===== src/rtl/fire_alarm_ctrl.sv =====
// ---------------------------------------------------------------------------
// fire_alarm_ctrl
//
// Smoke-level alarm controller. The smoke reading is compared with an "on" and
// an "off" threshold (hysteresis band in between). A reading has to persist for
// a number of consecutive cycles before the alarm is raised or dropped. In
// latching mode the alarm holds until it is acknowledged while no smoke is seen.
//
// Ports
//   clk             in   1      system clock, rising edge
//   rst_n           in   1      asynchronous active-low reset
//   smoke_detector  in   WIDTH  unsigned smoke level, sampled every cycle
//   ack_clear       in   1      request to clear a latched alarm (LATCH=1 only)
//   alarmEnable     out  1      registered alarm drive, 1 = sound alarm
//   smoke_present   out  1      registered flag: last sampled level >= THRESH_ON
// ---------------------------------------------------------------------------
module fire_alarm_ctrl #(
  parameter int WIDTH      = 8,
  parameter int THRESH_ON  = 4,
  parameter int THRESH_OFF = 2,
  parameter int ON_CYCLES  = 2,
  parameter int OFF_CYCLES = 4,
  parameter bit LATCH      = 1'b0
) (
  input  logic             clk,
  input  logic             rst_n,
  input  logic [WIDTH-1:0] smoke_detector,
  input  logic             ack_clear,
  output logic             alarmEnable,
  output logic             smoke_present
);

  localparam int MAX_CYC = (ON_CYCLES > OFF_CYCLES) ? ON_CYCLES : OFF_CYCLES;
  localparam int CW      = $clog2(MAX_CYC + 1);

  localparam logic [WIDTH-1:0] ON_LVL  = WIDTH'(THRESH_ON);
  localparam logic [WIDTH-1:0] OFF_LVL = WIDTH'(THRESH_OFF);
  localparam logic [CW-1:0]    ON_CNT  = CW'(ON_CYCLES);
  localparam logic [CW-1:0]    OFF_CNT = CW'(OFF_CYCLES);
  localparam logic [CW-1:0]    CNT_ONE = CW'(1);

  typedef enum logic [1:0] {
    IDLE     = 2'd0,
    PENDING  = 2'd1,
    ALARM    = 2'd2,
    CLEARING = 2'd3
  } state_t;

  state_t          state_reg, state_next;
  logic [CW-1:0]   cnt_reg, cnt_next;
  logic            alarm_reg, alarm_next;
  logic            present_reg;

  logic            hi, lo;
  logic [CW-1:0]   cnt_inc;

  assign hi = (smoke_detector >= ON_LVL);
  assign lo = (smoke_detector <= OFF_LVL);

  // Saturating increment: the counter sticks at all-ones instead of wrapping.
  assign cnt_inc = (cnt_reg == {CW{1'b1}}) ? cnt_reg : (cnt_reg + CNT_ONE);

  always_comb begin
    state_next = state_reg;
    cnt_next   = cnt_reg;

    case (state_reg)
      IDLE: begin
        cnt_next = '0;
        if (hi) begin
          if (ON_CYCLES == 1) begin
            state_next = ALARM;
            cnt_next   = '0;
          end else begin
            state_next = PENDING;
            cnt_next   = CNT_ONE;
          end
        end
      end

      PENDING: begin
        if (hi) begin
          if (cnt_inc >= ON_CNT) begin
            state_next = ALARM;
            cnt_next   = '0;
          end else begin
            cnt_next = cnt_inc;
          end
        end else begin
          // Any non-hi level (including mid-band) aborts the pending raise.
          state_next = IDLE;
          cnt_next   = '0;
        end
      end

      ALARM: begin
        cnt_next = '0;
        if (LATCH) begin
          // Smoke clearing is ignored; only an acknowledge with no smoke clears.
          if (ack_clear && !hi) begin
            state_next = IDLE;
          end
        end else if (lo) begin
          if (OFF_CYCLES == 1) begin
            state_next = IDLE;
          end else begin
            state_next = CLEARING;
            cnt_next   = CNT_ONE;
          end
        end
      end

      CLEARING: begin
        if (lo) begin
          if (cnt_inc >= OFF_CNT) begin
            state_next = IDLE;
            cnt_next   = '0;
          end else begin
            cnt_next = cnt_inc;
          end
        end else begin
          // Mid-band or smoke returning: fall back to a full alarm.
          state_next = ALARM;
          cnt_next   = '0;
        end
      end

      default: begin
        state_next = IDLE;
        cnt_next   = '0;
      end
    endcase

    // Registered drive decoded from the state being entered, so the output
    // flop always matches the state register.
    alarm_next = (state_next == ALARM) || (state_next == CLEARING);
  end

  always_ff @(posedge clk or negedge rst_n) begin
    if (!rst_n) begin
      state_reg   <= IDLE;
      cnt_reg     <= '0;
      alarm_reg   <= 1'b0;
      present_reg <= 1'b0;
    end else begin
      state_reg   <= state_next;
      cnt_reg     <= cnt_next;
      alarm_reg   <= alarm_next;
      present_reg <= hi;
    end
  end

  assign alarmEnable   = alarm_reg;
  assign smoke_present = present_reg;

endmodule


===== config.mk =====
export PLATFORM = sky130hd
export DESIGN_NAME = fire_alarm_ctrl
export DESIGN_NICKNAME = d
export VERILOG_FILES = /design/src/rtl/fire_alarm_ctrl.sv
export SDC_FILE = /design/constraint.sdc
export NUM_CORES = 1
export LEC_CHECK = 0
export CAP_MARGIN = 20
export CORE_AREA = 2 2 39 41
export DETAILED_ROUTE_END_ITERATION = 10
export DIE_AREA = 0 0 41 43
export PLACE_DENSITY = 0.43
export RECOVER_POWER = 50
export SYNTH_ARGS = -nofsm -noshare
export SYNTH_HDL_FRONTEND = slang
export SYNTH_SLANG_ARGS = --single-unit

===== constraint.sdc =====
create_clock -name clk -period 2.1 [get_ports clk]
set_input_delay 0.525 -clock clk [delete_from_list [all_inputs] [get_ports clk]]
set_output_delay 0.525 -clock clk [all_outputs]
set_load 0.05 [all_outputs]

---- After elaboration in Yosys (flattened, before gate mapping) ----
Index checks and enable logic that the tools add are counted.
word-level totals
  output and inout bits ................... 2
  word-level logic and storage cells ...... 32
  register bits after elaboration ......... 7
operators by class
  add/subtract/negate cells ............... 1
  reductions and logical operators ........ 2
  equal/unequal tests ..................... 6
  muxes and demuxes ....................... 15
  $lt $le $gt $ge ......................... 4
operators with widths
  cell                                                                                  number
  3-bit 2-to-1 mux                                                                      5
  2-bit 2-to-1 mux                                                                      6
  3-bit case mux with 4 select lines                                                    1
  2-bit equality test (second input constant)                                           4
  8-bit by 3-bit greater-or-equal comparator with 1-bit output (second input constant)  1
  8-bit by 2-bit less-or-equal comparator with 1-bit output (second input constant)     1
  2-bit case mux with 4 select lines                                                    1
  3-bit by 1-bit adder with 3-bit output (second input constant)                        1
  3-bit equality test (second input constant)                                           1
  3-bit by 2-bit greater-or-equal comparator with 1-bit output (second input constant)  1
  3-bit greater-or-equal comparator (second input constant)                             1
  2-bit by 1-bit equality test with 1-bit output (second input constant)                1
  2-bit zero test                                                                       1
  1-bit 2-to-1 mux                                                                      2
  1-bit logical OR                                                                      1

---- Logic depth before layout (Yosys ltp) ----
Gate-level depths: netlist of run 1.
  word-level depth ........................ 8
  depth in mapped cells ................... 4

---- Worst setup path after synthesis of run 1 ----
Ideal clock, no wire load.
  path type ............................... register to register
  start point ............................. register cnt_reg[0]
  end point ............................... register state_reg[1]
  clock period less this slack ............ 1.354 ns
  data arrival time ....................... 1.210 ns
  slack ................................... 0.746 ns
  cell stages (with the launch flop) ...... 5
  data required time ...................... 1.956 ns
  cell sequence ........................... dfrtp_1 -> ha_1 -> or3_1 -> a21oi_1 -> a41oi_1
on the way
  cells in the longest elaborated chain, start to end .. 6
  elaborated cells on any way between the ends .. 10
RTL lines
  what                                                                                                               RTL line  source
  start, declared                                                                                                    50        logic [CW-1:0] cnt_reg, cnt_next;
  start signal, assigned                                                                                             147       cnt_reg <= cnt_next;
  3-bit by 1-bit adder with 3-bit output or 3-bit equality test (tied branches)                                      61        assign cnt_inc = (cnt_reg == {CW{1'b1}}) ? cnt_reg : (cnt_reg + CNT_ONE);
  3-bit 2-to-1 mux (*)                                                                                               61
  3-bit greater-or-equal comparator or 3-bit by 2-bit greater-or-equal comparator with 1-bit output (tied branches)  115, 83
  2-bit 2-to-1 mux, on equally long branches                                                                         115, 83
  2-bit 2-to-1 mux, on equally long branches                                                                         114, 82
  2-bit case mux with 4 select lines (*)                                                                             67        case (state_reg)
  end signal, assigned                                                                                               146       state_reg <= state_next;
  end, declared                                                                                                      49        state_t state_reg, state_next;
Every way passes the cells marked *; elsewhere a longest branch is shown, timed or not.

==> metrics, run 1 <==
status complete, no violations; count of cell types in the netlist 16; fillers 145; CP top delay family buffers and inverters; crit path max fanout 5; gpl congestion 0.810; first-pass GRT wire length 1050 um; sequential share of power 47.1%; vias in the first global route 272; clk sinks 6; CP Data Arrival Time 1.45 ns; Min Clock Period, post-route 1.98 ns; register bit total from synthesis 6; highest clock rate 506 MHz; GRT overflow 0; syn_area_per_cell 10.1 sq um; maxcap violations 0; Clock H-tree levels 1; Die H 43 um; Post-synth EDFFs 0; routed len/inst 11.0 um; Max-Slew Margin vs Limit 66.3%; row cnt 14; Root Driver clkbuf_4; drt drc 0; DRT Pass-1 Iters 4; Yosys warnings 0; Seq/Total Area, Yosys 52.9%; fin nets 56; worst slew pin tran 0.504 ns; Worst-path clk slew 0.04 ns; pwr dens 607 nW/um^2; DRT antenna net count 0; Post-Synth Simple-Gate Area 17.2%; critical path class register to output port; Sw Pwr 0.0000567 W; fin crit share 94.1%; max FFs per register 3; Post-synth top flop dfrtp_1; Final setup viols 0; Max IR drop VDD 0.257 mV; met1 GRT Util 9.27%; initial antenna violation count 0; largest net degree at the start of global routing 7; Crit-path slowest cell clkdlybuf4s50_1; grt met3 use 4.19%; Clock Power Share 37.3%; most instantiated library cell after synthesis dfrtp_1; Synth area leader dfrtp_1; Worst Hold Class register to register; Leak Pwr 0.182 nW; Routed WL 638 um; initial drt markers 3; post-synthesis compound-gate area fraction 24.2%; synth top area cells dfrtp_1 53%, nor2_1 6.6%, a21boi_1 5.3%; post-synth top area share 52.9%; chain of cells forming the critical path clkdlybuf4s50_1; most frequent cells after synthesis 6 x dfrtp_1, 5 x nor2_1, 2 x a21boi_1, 2 x a21oi_1, 2 x nand4_1; RSZ-0062 raised after global routing no; Initial Util 20.5%; slowest cell delay on critical path 0.82 ns; CTS tree built; Area growth, synth to finish 53.7%; Buffers & Inverters on Critical Path 1; WP data required 1.57 ns; CP startpoint kind register; Gate power share 15.6%; total track usage 9.52%; GRT met2 Usage 13.4%; Worst Setup End Kind output port; count of final hold-check violations 0; largest family of logic cells by synthesized area compound AO/OA/AOI/OAI gates; CTS max path bufs 2; core area 1380 sq um; Vias 263; Top Ports 13; final core utilization 31.6%; Synth Net Count 40; hold_buf cts 0; drt via density 4.53; diode count 0; # port buffers 11; Mapped Cells 28; HPWL Detailed 530 um; mapped cell area 284 sq um; Post-CTS Repair Setup Buffers 0; busiest grt layer met2; XOR/XNOR Fraction of Synth Area 0%; Hold Slack 0.562 ns; switching part of the total power 21.4%; Internal Power 0.000208 W; async set-reset flop share out of synthesis 100%; CTS resizes 0; mux share of post-synthesis cell area 0%; setup_tns 0 ns; Clock Skews 0.000949 ns; Slew Limit Fails 0; Die Wd 41 um; Clock Latency Late Sink 0.23 ns; Die ar. 1760 sq um; Synth Area in Adders 4.41%; fraction of layout cells with a size suffix above 1 7.14%; CTS buffer count 3
==> cells by family after synthesis <==
| kind of cell | after synthesis |
|---|---|
| other | 1 |
| DFF | 6 |
| AOI/OAI and AO/OA | 10 |
| adders and majority gates | 1 |
| and+or+nand+nor | 10 |
==> power by group through the flow <==
stage,Sequential (W),Clock [W],Combinational (W)
floorplan,0.000130,0,0.0000135
global placement,0.000126,0,0.0000415
detailed placement,0.000126,0,0.0000421
CTS,0.000125,0.000105,0.0000425
global route,0.000125,0.000119,0.0000455
finish,0.000125,0.0000988,0.0000414
==> final cells by class <==
cell class | instances | area [sq um] | area share [%]
Clock buffer | 3 | 22.5 | 5.16
Multi-Input combinational cell | 22 | 134 | 30.7
Tap cell | 16 | 20.0 | 4.58
Timing Repair Buffer | 11 | 110 | 25.2
Sequential cell | 6 | 150 | 34.4
==> routing by layer <==
| layer | vias up | share of wire (%) |
|---|---|---|
| met5 | - | 0 |
| met1 | 117 | 41 |
| met3 | 0 | 11 |
| met4 | 0 | 0 |
| li1 | 133 | - |
| met2 | 13 | 47 |
==> through the flow <==
stage	setup WS, ns	total power, W	area, sq um	instances
6_report	0.125	0.000265	437	58
3_5_place_dp	0.376	0.000168	414	55
5_1_grt	0.0872	0.000289	437	58
3_3_place_gp	0.378	0.000168	414	55
2_1_floorplan	0.746	0.000143	284	28
4_1_cts	0.118	0.000272	437	58
==> worst paths after layout <==
path / startpoint / slack (ns) / depth (start not counted) / endpoint
max: state_reg[1] / 0.12 / 1 / alarmEnable
min: cnt_reg[0] / 0.56 / 2 / cnt_reg[0]
max reg2reg: cnt_reg[0] / 0.67 / 4 / state_reg[1]
min reg2reg: cnt_reg[0] / 0.56 / 2 / cnt_reg[0]
max in group asynchronous: rst_n / 1.30 / 1 / cnt_reg[0]
min in group asynchronous: rst_n / 0.59 / 1 / smoke_present
==> layout by cell type (no fill, tap or decap), types with 2 or more instances in the layout <==
cell             synthesis  layout
a21oi_1                  2       2
a21boi_1                 2       2
nand4_1                  2       2
dfrtp_1                  6       6
nor2_1                   5       5
clkdlybuf4s50_1          0      10
clkbuf_4                 0       3
==> worst min-delay path, cell delays in order (launching register included) <==
cell     delay [ns]
dfrtp_1        0.34
o31a_1         0.13
a21oi_1        0.05
Power figures use the tool's default switching activity.
==> run 2, diff against run 1 <==
Settings changed: TNS_END_PERCENT set to 20.
==> results of run 2 <==
Final layout, timing and power as in run 1 (identical DEF).
==> run 3, diff against run 2 <==
Settings changed: CAP_MARGIN 20 to 25, GPL_TIMING_DRIVEN set to 0.
==> run 3 against run 2 <==
Final area did not move. Global-route usage fell by 1.2 points. Critical endpoint unchanged. Register-to-register slack got worse by 0.02 ns. Sequential power barely moved. Die area did not move. Via count fell by 4.9%. Cell count did not move. First-iteration DRC count rose by 130%. Flip-flop and latch count did not move. Worst setup slack improved by 0.0078 ns. Core utilization did not move. Largest cell class unchanged.
==> metrics, run 3 (synthesis gave the netlist of run 1 again) <==
crit path max fanout 5; drt drc 0; Clock Latency Late Sink 0.23 ns; Buffers & Inverters on Critical Path 1; chain of cells forming the critical path clkdlybuf4s50_1; Crit-path slowest cell clkdlybuf4s50_1; fin nets 56; CTS max path bufs 2; Worst Hold Class register to register; fraction of layout cells with a size suffix above 1 7.14%; fillers 143; WP data required 1.57 ns; Die Wd 41 um; Top Ports 13; Max-Slew Margin vs Limit 66.7%; Clock H-tree levels 1; row cnt 14; maxcap violations 0; highest clock rate 508 MHz; commonest non-fill, non-tap cell in the layout clkdlybuf4s50_1; Vias 250; Post-DP Area 414 sq um; slowest cell delay on critical path 0.82 ns; status complete, no violations; core area 1380 sq um; Area growth, synth to finish 53.7%; drt via density 4.31; worst slew pin tran 0.499 ns; Leak Pwr 0.182 nW; clk sinks 6; CP startpoint kind register; RSZ-0062 raised after global routing no; total track usage 8.31%; CTS resizes 0; routed len/inst 10.4 um; Die ar. 1760 sq um; gpl congestion 0.777; Post-CTS Repair Setup Buffers 0; max FFs per register 3; Final Power 0.000263 W; GRT overflow 0; Worst-path clk slew 0.04 ns; CTS tree built; initial drt markers 7; Routed WL 604 um; Finished Cell Area 437 sq um; count of final hold-check violations 0; CP Data Arrival Time 1.44 ns; Max IR drop VDD 0.241 mV; setup_tns 0 ns; diode count 0; Hold Slack 0.551 ns; DRT antenna net count 0; Slew Limit Fails 0; Worst Setup End Kind output port; initial antenna violation count 0; highest-count cells in the layout ignoring fill and taps 10 x clkdlybuf4s50_1, 6 x dfrtp_1, 5 x nor2_1; Setup WS pre-CTS 0.377 ns; Root Driver clkbuf_4; Initial Util 20.5%; DRT Pass-1 Iters 4; Multi-input gate area 134 sq um; CTS buffer count 3; setup ws final 0.133 ns; vias in the first global route 241; largest net degree at the start of global routing 7; critical path class register to output port; Die H 43 um; # port buffers 11; first-pass GRT wire length 910 um; Final setup viols 0; fin crit share 93.7%; FF/Latch Area 150 sq um; CP top delay family buffers and inverters; pwr dens 602 nW/um^2; Clock Skews 0.0000999 ns; hold_buf cts 0; Min Clock Period, post-route 1.97 ns
[run 3: cell counts in the layout (fill, tap and decap cells not counted)]
Identical to the previous run, type by type.
[run 3: routing by layer]
layer	track usage (%)	up-vias	wire, um
met5	0	-	0
met4	10.0	0	0
met3	0.524	0	67
met2	10.9	11	287
met1	10.3	107	249
li1	-	132	-
[run 3: final timing paths]
path	startpoint	to	slack, ns	cells past startpoint
max in group asynchronous	rst_n	cnt_reg[0]	1.30	1
min in group asynchronous	rst_n	smoke_present	0.59	1
hold reg to reg	cnt_reg[0]	cnt_reg[0]	0.55	2
setup / recovery	state_reg[1]	alarmEnable	0.13	1
hold / removal	cnt_reg[0]	cnt_reg[0]	0.55	2
setup reg to reg	cnt_reg[0]	state_reg[1]	0.65	4
[run 3: power breakdown]
| group | internal, W | total, W | switching [W] |
|---|---|---|---|
| Combinational | 0.0000235 | 0.0000412 | 0.0000178 |
| Clock | 0.0000640 | 0.0000968 | 0.0000327 |
| Sequential | 0.000121 | 0.000125 | 0.00000418 |
| Total | 0.000208 | 0.000263 | 0.0000547 |
[run 3: final cells by class]
cell class | count | share of cell area [%]
repair buffers | 11 | 25.2
clock buffers | 3 | 5.16
flip-flops and latches | 6 | 34.4
well taps | 16 | 4.58
multi-input cells | 22 | 30.7
[run 3: worst min-delay path, cell delays in order (launching register included)]
cell	delay [ns]
dfrtp_1	0.35
o31a_1	0.12
a21oi_1	0.04
[run 3: through the flow]
step	utilization, %	cells
2_1_floorplan	-	28
3_3_place_gp	29.9	55
3_5_place_dp	29.9	55
4_1_cts	31.6	58
5_1_grt	31.6	58
6_report	31.6	58
